--- config.mk ---
export PLATFORM = sky130hd
export DESIGN_NAME = uart_rx_cmd_parser_flat
export DESIGN_NICKNAME = d
export VERILOG_FILES = /design/src/rtl/uart_rx_cmd_parser_if.sv /design/src/rtl/uart_rx_cmd_parser.sv /design/src/flat_wrapper.sv
export SDC_FILE = /design/constraint.sdc
export NUM_CORES = 1
export LEC_CHECK = 0
export CAP_MARGIN = 20
export CORE_MARGIN = 2
export CORE_UTILIZATION = 37
export DETAILED_ROUTE_END_ITERATION = 10
export SLEW_MARGIN = 10
export SYNTH_ARGS = -nofsm -noshare
export SYNTH_HDL_FRONTEND = slang
export SYNTH_SLANG_ARGS = --single-unit
--- constraint.sdc ---
create_clock -name CLK -period 3.6 [get_ports CLK]
set_input_delay 0.9 -clock CLK [delete_from_list [all_inputs] [get_ports CLK]]
set_output_delay 0.9 -clock CLK [all_outputs]
set_load 0.02 [all_outputs]
--- src/rtl/uart_rx_cmd_parser_if.sv ---
// Bundle between the UART receiver byte stream and the parser's register-file / ALU strobes.
interface uart_rx_cmd_parser_if #(
   parameter int unsigned ADDR_W = 4
) ();
   logic [7:0]        P_data;
   logic              data_valid;
   logic              par_err;
   logic              stp_err;
   logic              RF_WrEn;
   logic              RF_RdEn;
   logic [ADDR_W-1:0] RF_Address;
   logic [7:0]        RF_WrData;
   logic              ALU_EN;
   logic [3:0]        ALU_FUN;
   logic              busy;
   logic              cmd_err;

   // Receiver / controller side
   modport master (
      output P_data, data_valid, par_err, stp_err,
      input  RF_WrEn, RF_RdEn, RF_Address, RF_WrData, ALU_EN, ALU_FUN, busy, cmd_err
   );

   // Parser side
   modport slave (
      input  P_data, data_valid, par_err, stp_err,
      output RF_WrEn, RF_RdEn, RF_Address, RF_WrData, ALU_EN, ALU_FUN, busy, cmd_err
   );
endinterface

--- src/rtl/uart_rx_cmd_parser.sv ---
// Decodes write / read / ALU command frames from received UART bytes into single-cycle
// register-file and ALU strobes, aborting on line errors or inter-byte timeout.
module uart_rx_cmd_parser #(
   parameter int unsigned ADDR_W  = 4,
   parameter logic [15:0] TIMEOUT = 16'd50000
) (
   input logic                 CLK,
   input logic                 RST,
   uart_rx_cmd_parser_if.slave bus
);
   typedef enum logic [2:0] {
      StIdle,
      StWrAddr,
      StWrData,
      StRdAddr,
      StAluA,
      StAluB,
      StAluFun
   } state_e;

   state_e            state_q, state_d;
   logic [15:0]       cnt_q, cnt_d;
   logic [ADDR_W-1:0] addr_q, addr_d;
   logic [ADDR_W-1:0] rf_addr_q, rf_addr_d;
   logic [7:0]        wr_data_q, wr_data_d;
   logic [3:0]        alu_fun_q, alu_fun_d;
   logic              wr_en_q, wr_en_d;
   logic              rd_en_q, rd_en_d;
   logic              alu_en_q, alu_en_d;
   logic              cmd_err_q, cmd_err_d;
   logic              line_err, byte_ok, timed_out;

   assign line_err  = bus.par_err | bus.stp_err;
   // A byte flagged with a line error is never consumed.
   assign byte_ok   = bus.data_valid & ~line_err;
   assign timed_out = (state_q != StIdle) && (cnt_q == TIMEOUT);

   always_comb begin
      state_d   = state_q;
      cnt_d     = cnt_q;
      addr_d    = addr_q;
      rf_addr_d = rf_addr_q;
      wr_data_d = wr_data_q;
      alu_fun_d = alu_fun_q;
      wr_en_d   = 1'b0;
      rd_en_d   = 1'b0;
      alu_en_d  = 1'b0;
      cmd_err_d = 1'b0;

      if (state_q == StIdle) begin
         cnt_d = '0;
         if (byte_ok) begin
            case (bus.P_data)
               8'hAA:   state_d = StWrAddr;
               8'hBB:   state_d = StRdAddr;
               8'hCC:   state_d = StAluA;
               8'hDD:   state_d = StAluFun;
               default: cmd_err_d = 1'b1;
            endcase
         end
      end else if (line_err || timed_out) begin
         state_d   = StIdle;
         cnt_d     = '0;
         cmd_err_d = 1'b1;
      end else if (byte_ok) begin
         cnt_d = '0;
         case (state_q)
            StWrAddr: begin
               addr_d  = bus.P_data[ADDR_W-1:0];
               state_d = StWrData;
            end
            StWrData: begin
               wr_en_d   = 1'b1;
               rf_addr_d = addr_q;
               wr_data_d = bus.P_data;
               state_d   = StIdle;
            end
            StRdAddr: begin
               rd_en_d   = 1'b1;
               addr_d    = bus.P_data[ADDR_W-1:0];
               rf_addr_d = bus.P_data[ADDR_W-1:0];
               state_d   = StIdle;
            end
            // Operands land in registers 0 and 1 ahead of the ALU start.
            StAluA: begin
               wr_en_d   = 1'b1;
               rf_addr_d = '0;
               wr_data_d = bus.P_data;
               state_d   = StAluB;
            end
            StAluB: begin
               wr_en_d   = 1'b1;
               rf_addr_d = ADDR_W'(1);
               wr_data_d = bus.P_data;
               state_d   = StAluFun;
            end
            StAluFun: begin
               alu_en_d  = 1'b1;
               alu_fun_d = bus.P_data[3:0];
               state_d   = StIdle;
            end
            default: state_d = StIdle;
         endcase
      end else begin
         cnt_d = cnt_q + 16'd1;
      end
   end

   always_ff @(posedge CLK or negedge RST) begin
      if (!RST) begin
         state_q   <= StIdle;
         cnt_q     <= '0;
         addr_q    <= '0;
         rf_addr_q <= '0;
         wr_data_q <= '0;
         alu_fun_q <= '0;
         wr_en_q   <= 1'b0;
         rd_en_q   <= 1'b0;
         alu_en_q  <= 1'b0;
         cmd_err_q <= 1'b0;
      end else begin
         state_q   <= state_d;
         cnt_q     <= cnt_d;
         addr_q    <= addr_d;
         rf_addr_q <= rf_addr_d;
         wr_data_q <= wr_data_d;
         alu_fun_q <= alu_fun_d;
         wr_en_q   <= wr_en_d;
         rd_en_q   <= rd_en_d;
         alu_en_q  <= alu_en_d;
         cmd_err_q <= cmd_err_d;
      end
   end

   assign bus.RF_WrEn    = wr_en_q;
   assign bus.RF_RdEn    = rd_en_q;
   assign bus.RF_Address = rf_addr_q;
   assign bus.RF_WrData  = wr_data_q;
   assign bus.ALU_EN     = alu_en_q;
   assign bus.ALU_FUN    = alu_fun_q;
   assign bus.cmd_err    = cmd_err_q;
   assign bus.busy       = (state_q != StIdle);
endmodule
--- src/flat_wrapper.sv ---
// flat-port wrapper written by rule: the top's interface ports become plain ports
module uart_rx_cmd_parser_flat 
#(
   parameter int unsigned ADDR_W  = 4,
   parameter logic [15:0] TIMEOUT = 16'd50000
)
  (CLK, RST, bus_P_data, bus_data_valid, bus_par_err, bus_stp_err, bus_RF_WrEn, bus_RF_RdEn, bus_RF_Address, bus_RF_WrData, bus_ALU_EN, bus_ALU_FUN, bus_busy, bus_cmd_err);
  uart_rx_cmd_parser_if #(.ADDR_W(ADDR_W)) bus_i ();
  input logic CLK;
  input logic RST;
  input wire logic [$bits(bus_i.P_data)-1:0] bus_P_data;
  input wire logic [$bits(bus_i.data_valid)-1:0] bus_data_valid;
  input wire logic [$bits(bus_i.par_err)-1:0] bus_par_err;
  input wire logic [$bits(bus_i.stp_err)-1:0] bus_stp_err;
  output wire logic [$bits(bus_i.RF_WrEn)-1:0] bus_RF_WrEn;
  output wire logic [$bits(bus_i.RF_RdEn)-1:0] bus_RF_RdEn;
  output wire logic [$bits(bus_i.RF_Address)-1:0] bus_RF_Address;
  output wire logic [$bits(bus_i.RF_WrData)-1:0] bus_RF_WrData;
  output wire logic [$bits(bus_i.ALU_EN)-1:0] bus_ALU_EN;
  output wire logic [$bits(bus_i.ALU_FUN)-1:0] bus_ALU_FUN;
  output wire logic [$bits(bus_i.busy)-1:0] bus_busy;
  output wire logic [$bits(bus_i.cmd_err)-1:0] bus_cmd_err;
  assign bus_i.P_data = bus_P_data;
  assign bus_i.data_valid = bus_data_valid;
  assign bus_i.par_err = bus_par_err;
  assign bus_i.stp_err = bus_stp_err;
  assign bus_RF_WrEn = bus_i.RF_WrEn;
  assign bus_RF_RdEn = bus_i.RF_RdEn;
  assign bus_RF_Address = bus_i.RF_Address;
  assign bus_RF_WrData = bus_i.RF_WrData;
  assign bus_ALU_EN = bus_i.ALU_EN;
  assign bus_ALU_FUN = bus_i.ALU_FUN;
  assign bus_busy = bus_i.busy;
  assign bus_cmd_err = bus_i.cmd_err;
  uart_rx_cmd_parser #(.ADDR_W(ADDR_W), .TIMEOUT(TIMEOUT)) u_core (.CLK(CLK), .RST(RST), .bus(bus_i));
endmodule
# [Word level (Yosys, flattened, before mapping)]
# Index checks and enable logic that the tools add are counted.
[word_totals] regBits=43 in_bits=13 output_inout_bits=21
[op_classes] add_sub_neg=1 eq_ne=13 n_mux=26 n_bitwise=5 reduce_logical=14
[op_table] cell="16-bit two-way mux" count=3
[op_table] cell="8-bit == test, second input constant" count=4
[op_table] cell="16-bit by 1-bit adder with 16-bit output, second input constant" count=1
[op_table] cell="16-bit == test, second input constant" count=1
[op_table] cell="1-bit two-way mux" count=16
[op_table] cell="4-bit case mux with 4 select lines" count=1
[op_table] cell="4-bit AND reduction" count=4
[op_table] cell="3-bit two-way mux" count=4
[op_table] cell="3-bit case mux with 4 select lines" count=1
[op_table] cell="3-bit == test, second input constant" count=3
[op_table] cell="3-bit case mux with 3 select lines" count=1
[op_table] cell="3-bit by 2-bit == test with 1-bit output, second input constant" count=2
[op_table] cell="5-bit inequality test, second input constant" count=1
[op_table] cell="4-bit nonzero test" count=1
[op_table] cell="4-bit OR reduction" count=1
[op_table] cell="3-bit by 1-bit == test with 1-bit output, second input constant" count=1
[op_table] cell="3-bit logical NOT" count=1
[op_table] cell="1-bit inverter" count=3
[op_table] cell="3-bit AND reduction" count=1
[op_table] cell="3-bit nonzero test" count=1
[op_table] cell="3-bit OR reduction" count=1
[op_table] cell="2-bit by 1-bit inequality test with 1-bit output, second input constant" count=1
[op_table] cell="2-bit nonzero test" count=1
[op_table] cell="2-bit OR reduction" count=1
[op_table] cell="other kinds (4)" count=4

# [Longest topological paths before layout]
[logic_depth] ltp_word=6 ltp_mapped=9 mapped_depth_nobuf=7

# [Least setup slack after synthesis]
# OpenSTA, ideal clock, no wires.
[synth_path] path_type="in2reg" from="input bus_stp_err" to="register u_core.alu_fun_q[0] (netlist: u_core.bus.ALU_FUN[0])" t_arrival_ps=2204 t_required_ps=3475 setup_slack_ps=1271 stages=5 n_path_buf=1 cell_sequence="or3b_1 -> buf_2 -> nor2b_4 -> nor4b_4 -> mux2_2"
[synth_between] elab_chain_cells=4
[synth_lines] element="start, declared" line_no="flat_wrapper.sv:14" rtl="input wire logic [$bits(bus_i.stp_err)-1:0] bus_stp_err;"
[synth_lines] element="1-bit OR (*)" line_no="uart_rx_cmd_parser.sv:33" rtl="assign line_err = bus.par_err | bus.stp_err;"
[synth_lines] element="1-bit inverter / 1-bit logical OR (equally long branches)" line_no="uart_rx_cmd_parser.sv:35, uart_rx_cmd_parser.sv:61"
[synth_lines] element="1-bit bitwise AND / 1-bit inverter (equally long branches)"
[synth_lines] element="4-bit AND reduction (no line) (*)"
[synth_lines] element="end signal, assigned" line_no="uart_rx_cmd_parser.sv:127" rtl="alu_fun_q <= alu_fun_d;"
[synth_lines] element="end, declared" line_no="uart_rx_cmd_parser.sv:26" rtl="logic [3:0] alu_fun_q, alu_fun_d;"
# Every way passes the cells marked *; elsewhere a longest branch is shown, timed or not.
# A chain may end at the register's enable or synchronous reset.

# [Worst setup path after layout]
[layout_path] from="register u_core.state_q[0]" to="output bus_busy"
[layout_between] elab_chain_cells=1
[layout_lines] element="start, declared" line_no="uart_rx_cmd_parser.sv:21" rtl="state_e state_q, state_d;"
[layout_lines] element="start signal, assigned" line_no="uart_rx_cmd_parser.sv:111" rtl="state_q <= StIdle;"
[layout_lines] element="start signal, assigned" line_no="uart_rx_cmd_parser.sv:122" rtl="state_q <= state_d;"
[layout_lines] element="3-bit nonzero test" line_no="uart_rx_cmd_parser.sv:142" rtl="assign bus.busy = (state_q != StIdle);"
[layout_lines] element="end, declared" line_no="flat_wrapper.sv:21" rtl="output wire logic [$bits(bus_i.busy)-1:0] bus_busy;"
# No other way between the ends.

==> flow_metrics.env <==
export IMPL_status="finished clean"
export IMPL_powerDensity_nw_per_um2=328
export IMPL_first_iter_violations=91
export IMPL_skew_ps=5.47
export IMPL_synth_top_area_cell="dfrtp_1"
export IMPL_avgRoutedWirePerCell_um=13.8
export IMPL_grt_pass1_wl_mm=7.10
export IMPL_final_antenna_net_count=0
export IMPL_worst_setup_path_start_kind="flip-flop"
export IMPL_yosysMostFrequentCell="dfrtp_1"
export IMPL_clockRootBuffer="clkbuf_8"
export IMPL_overflow=0
export IMPL_yosys_top_cells_count="dfrtp_1, nor2_1, mux2_2, nand2_1"
export IMPL_place_congestion=0.838
export IMPL_num_rows=27
export IMPL_synth_top_area_share_pct=52.8
export IMPL_finalSetupViolations=0
export IMPL_vias_per_cell=5.05
export IMPL_drt_wl_total_mm=4.08
export IMPL_core_um2=5410
export IMPL_grt_use_total_pct=14.8
export IMPL_area_growth_pct=24.5
export IMPL_syn_nets=201
export IMPL_crit_slowest_cell="clkdlybuf4s50_1"
export IMPL_cts_resized=0
export IMPL_nets=238
export IMPL_first_global_vias=1488
export IMPL_drtPass1Iterations=4
export IMPL_vdd_ir_drop_max_v=0.000188
export IMPL_hp_class="primary input to asynchronous set/reset pin"
export IMPL_ys_top_cells_by_area="dfrtp_1, mux2_2, nor2_1"
export IMPL_critical_path_class="flip-flop to output port"
export IMPL_yosysSeqAreaShare_pct=52.8
export IMPL_vias=1489
export IMPL_slowest_delay_ps=570
export IMPL_power_total_mw=0.832
export IMPL_cts_sinks=43
export IMPL_filler_cell_count=509
export IMPL_cp_depth=3
export IMPL_path_buf_inv=2
export IMPL_post_cts_setup_buffer_count=0
export IMPL_critPathLaunch="u_core.state_q[0]"
export IMPL_cap_violations=0
export IMPL_num_antenna_cells=0
export IMPL_worst_r2r_setup_slack_ps=1530
export IMPL_tightestPinTransition_ps=518
export IMPL_cp_max_fo=9
export IMPL_synthCells=185
export IMPL_cp_end_kind="output port"
export IMPL_cts_buffer_depth=2
export IMPL_numPortBuffers=33
export IMPL_synth_warnings=0
export IMPL_place_hpwl_mm=2.85
export IMPL_cp_required_ps=2700
export IMPL_cts_tree="yes"
export IMPL_ios=34
export IMPL_rr_endpoint="u_core.bus.ALU_FUN[2]"
export IMPL_crit_family="buffers and inverters"
export IMPL_drc_errors=0
export IMPL_synth_edff_count=0
export IMPL_critPathCapture="bus_busy"
export IMPL_finalMaxSlewViolations=0
export IMPL_synth_top_flop_cell="dfrtp_1"
export IMPL_hold_viol=0
export IMPL_antenna_found_initial=0
export IMPL_die_x_um=78.2
export IMPL_syn_avg_cell_area_um2=11.0
export IMPL_fmax_mhz=347
export IMPL_crit_chain="nor3_1 -> inv_2 -> clkdlybuf4s50_1"
export IMPL_slew_headroom_pct=65.2
export IMPL_synthArstFlopShare_pct=100
export IMPL_dpl_instance_area_um2=2440
export IMPL_numCtsBuffers=5
export IMPL_synth_seq_cells=43
export IMPL_final_area_um2=2540
export IMPL_cellLeakagePower_nw=1.12
export IMPL_ff2ff_path_depth=7
export IMPL_grt_start_max_net_pins=44
export IMPL_htreeDepth=2
export IMPL_hold_buffers=0
export IMPL_die_area_um2=6120
export IMPL_die_h_um=78.2
export IMPL_path_clk_slew_ps=80
export IMPL_fin_setup_tns_ps=0
export IMPL_netlist_cell_type_count=35
export IMPL_grt_setup_unrepaired="no"
export IMPL_syn_area_um2=2040
export IMPL_crit_arrival_ps=1980
export IMPL_drive_gt1_share_pct=12.6
export IMPL_initial_core_util_pct=37.7
export IMPL_final_util_pct=46.9
export IMPL_r2r_start="u_core.cnt_q[0]"
export IMPL_clkLatencyLatePin_ps=290
export IMPL_period_minus_slack_ps=2880
export IMPL_fin_crit_sh_pct=80.1
per-stage QoR:
step / hold WS, ps / cells / setup WS [ps]
floorplan: 455 / 185 / 1270
global placement: 468 / 286 / 612
detailed placement: 478 / 286 / 586
CTS: 496 / 294 / 701
global route: 459 / 295 / 610
finish: 458 / 295 / 716
metal layers:
layer	share of wire [%]	wire length (um)	GRT usage, %	up-vias
li1	-	-	-	721
met4	1.9	78	6.32	0
met3	5.5	223	4.14	6
met5	0	0	0	-
met1	50	2030	21.3	731
met2	43	1740	20.9	31
power breakdown:
part / internal [mW] / switching [mW]
clock network: 0.136 / 0.156
logic: 0.0246 / 0.0276
registers: 0.486 / 0.00197
total: 0.647 / 0.185
area by class of cell:
class                   count  area (um^2)  area share, %
flip-flops and latches     43         1080           42.4
multi-input cells         129          911           35.9
repair buffers             34          345           13.6
well taps                  72         90.1           3.55
clock buffers               7         76.3           3.01
inverters                   9         33.8           1.33
clock inverters             1         5.00          0.197
registers in the layout, indices dropped and copies added, names as in the netlist:
name,count
u_core.cnt_q,16
u_core.bus.RF_WrData,8
u_core.addr_q,4
u_core.bus.ALU_FUN,4
u_core.bus.RF_Address,4
u_core.state_q,3
u_core.bus.ALU_EN,1
u_core.bus.RF_RdEn,1
u_core.bus.RF_WrEn,1
u_core.bus.cmd_err,1
cell families (layout without fill, tap and decap cells):
kind of cell               after synthesis  in the layout  synth area share [%]
buffers and inverters                   13             51                  2.52
DFF                                     43             43                  52.8
adders and majority gates                3              3                  1.84
AOI/OAI and AO/OA                       16             16                  5.65
xor gates and xnor gates                15             15                  6.45
muxes                                   19             19                  10.3
and+or+nand+nor                         76             76                  20.4
worst min-delay path by stage:
stage / startpoint / endpoint / slack (ps)
after global placement: u_core.bus.RF_Address[2] / u_core.bus.RF_Address[2] / 470
after detailed placement: u_core.bus.RF_Address[2] / u_core.bus.RF_Address[2] / 480
after CTS: u_core.bus.RF_Address[2] / u_core.bus.RF_Address[2] / 500
final: RST / u_core.cnt_q[10] / 460
after floorplan: u_core.cnt_q[0] / u_core.cnt_q[0] / 450
after global routing: RST / u_core.cnt_q[8] / 460
layout by cell type, fill, tap and decap left out, types with 2 or more instances in the layout:
cell type	n
a22o_1	2
a32oi_1	2
and3_1	5
clkbuf_1	2
clkbuf_8	5
clkdlybuf4s50_1	32
dfrtp_1	43
ha_1	3
inv_1	8
mux2_2	16
mux2i_1	3
nand2_1	12
nand3_1	7
nand4_1	4
nor2_1	25
nor2b_1	3
nor3_1	6
nor4_1	3
nor4b_1	2
nor4bb_1	3
o21ai_0	6
xnor2_1	7
xor2_1	8
No activity file was read; power rests on OpenSTA's default activity.
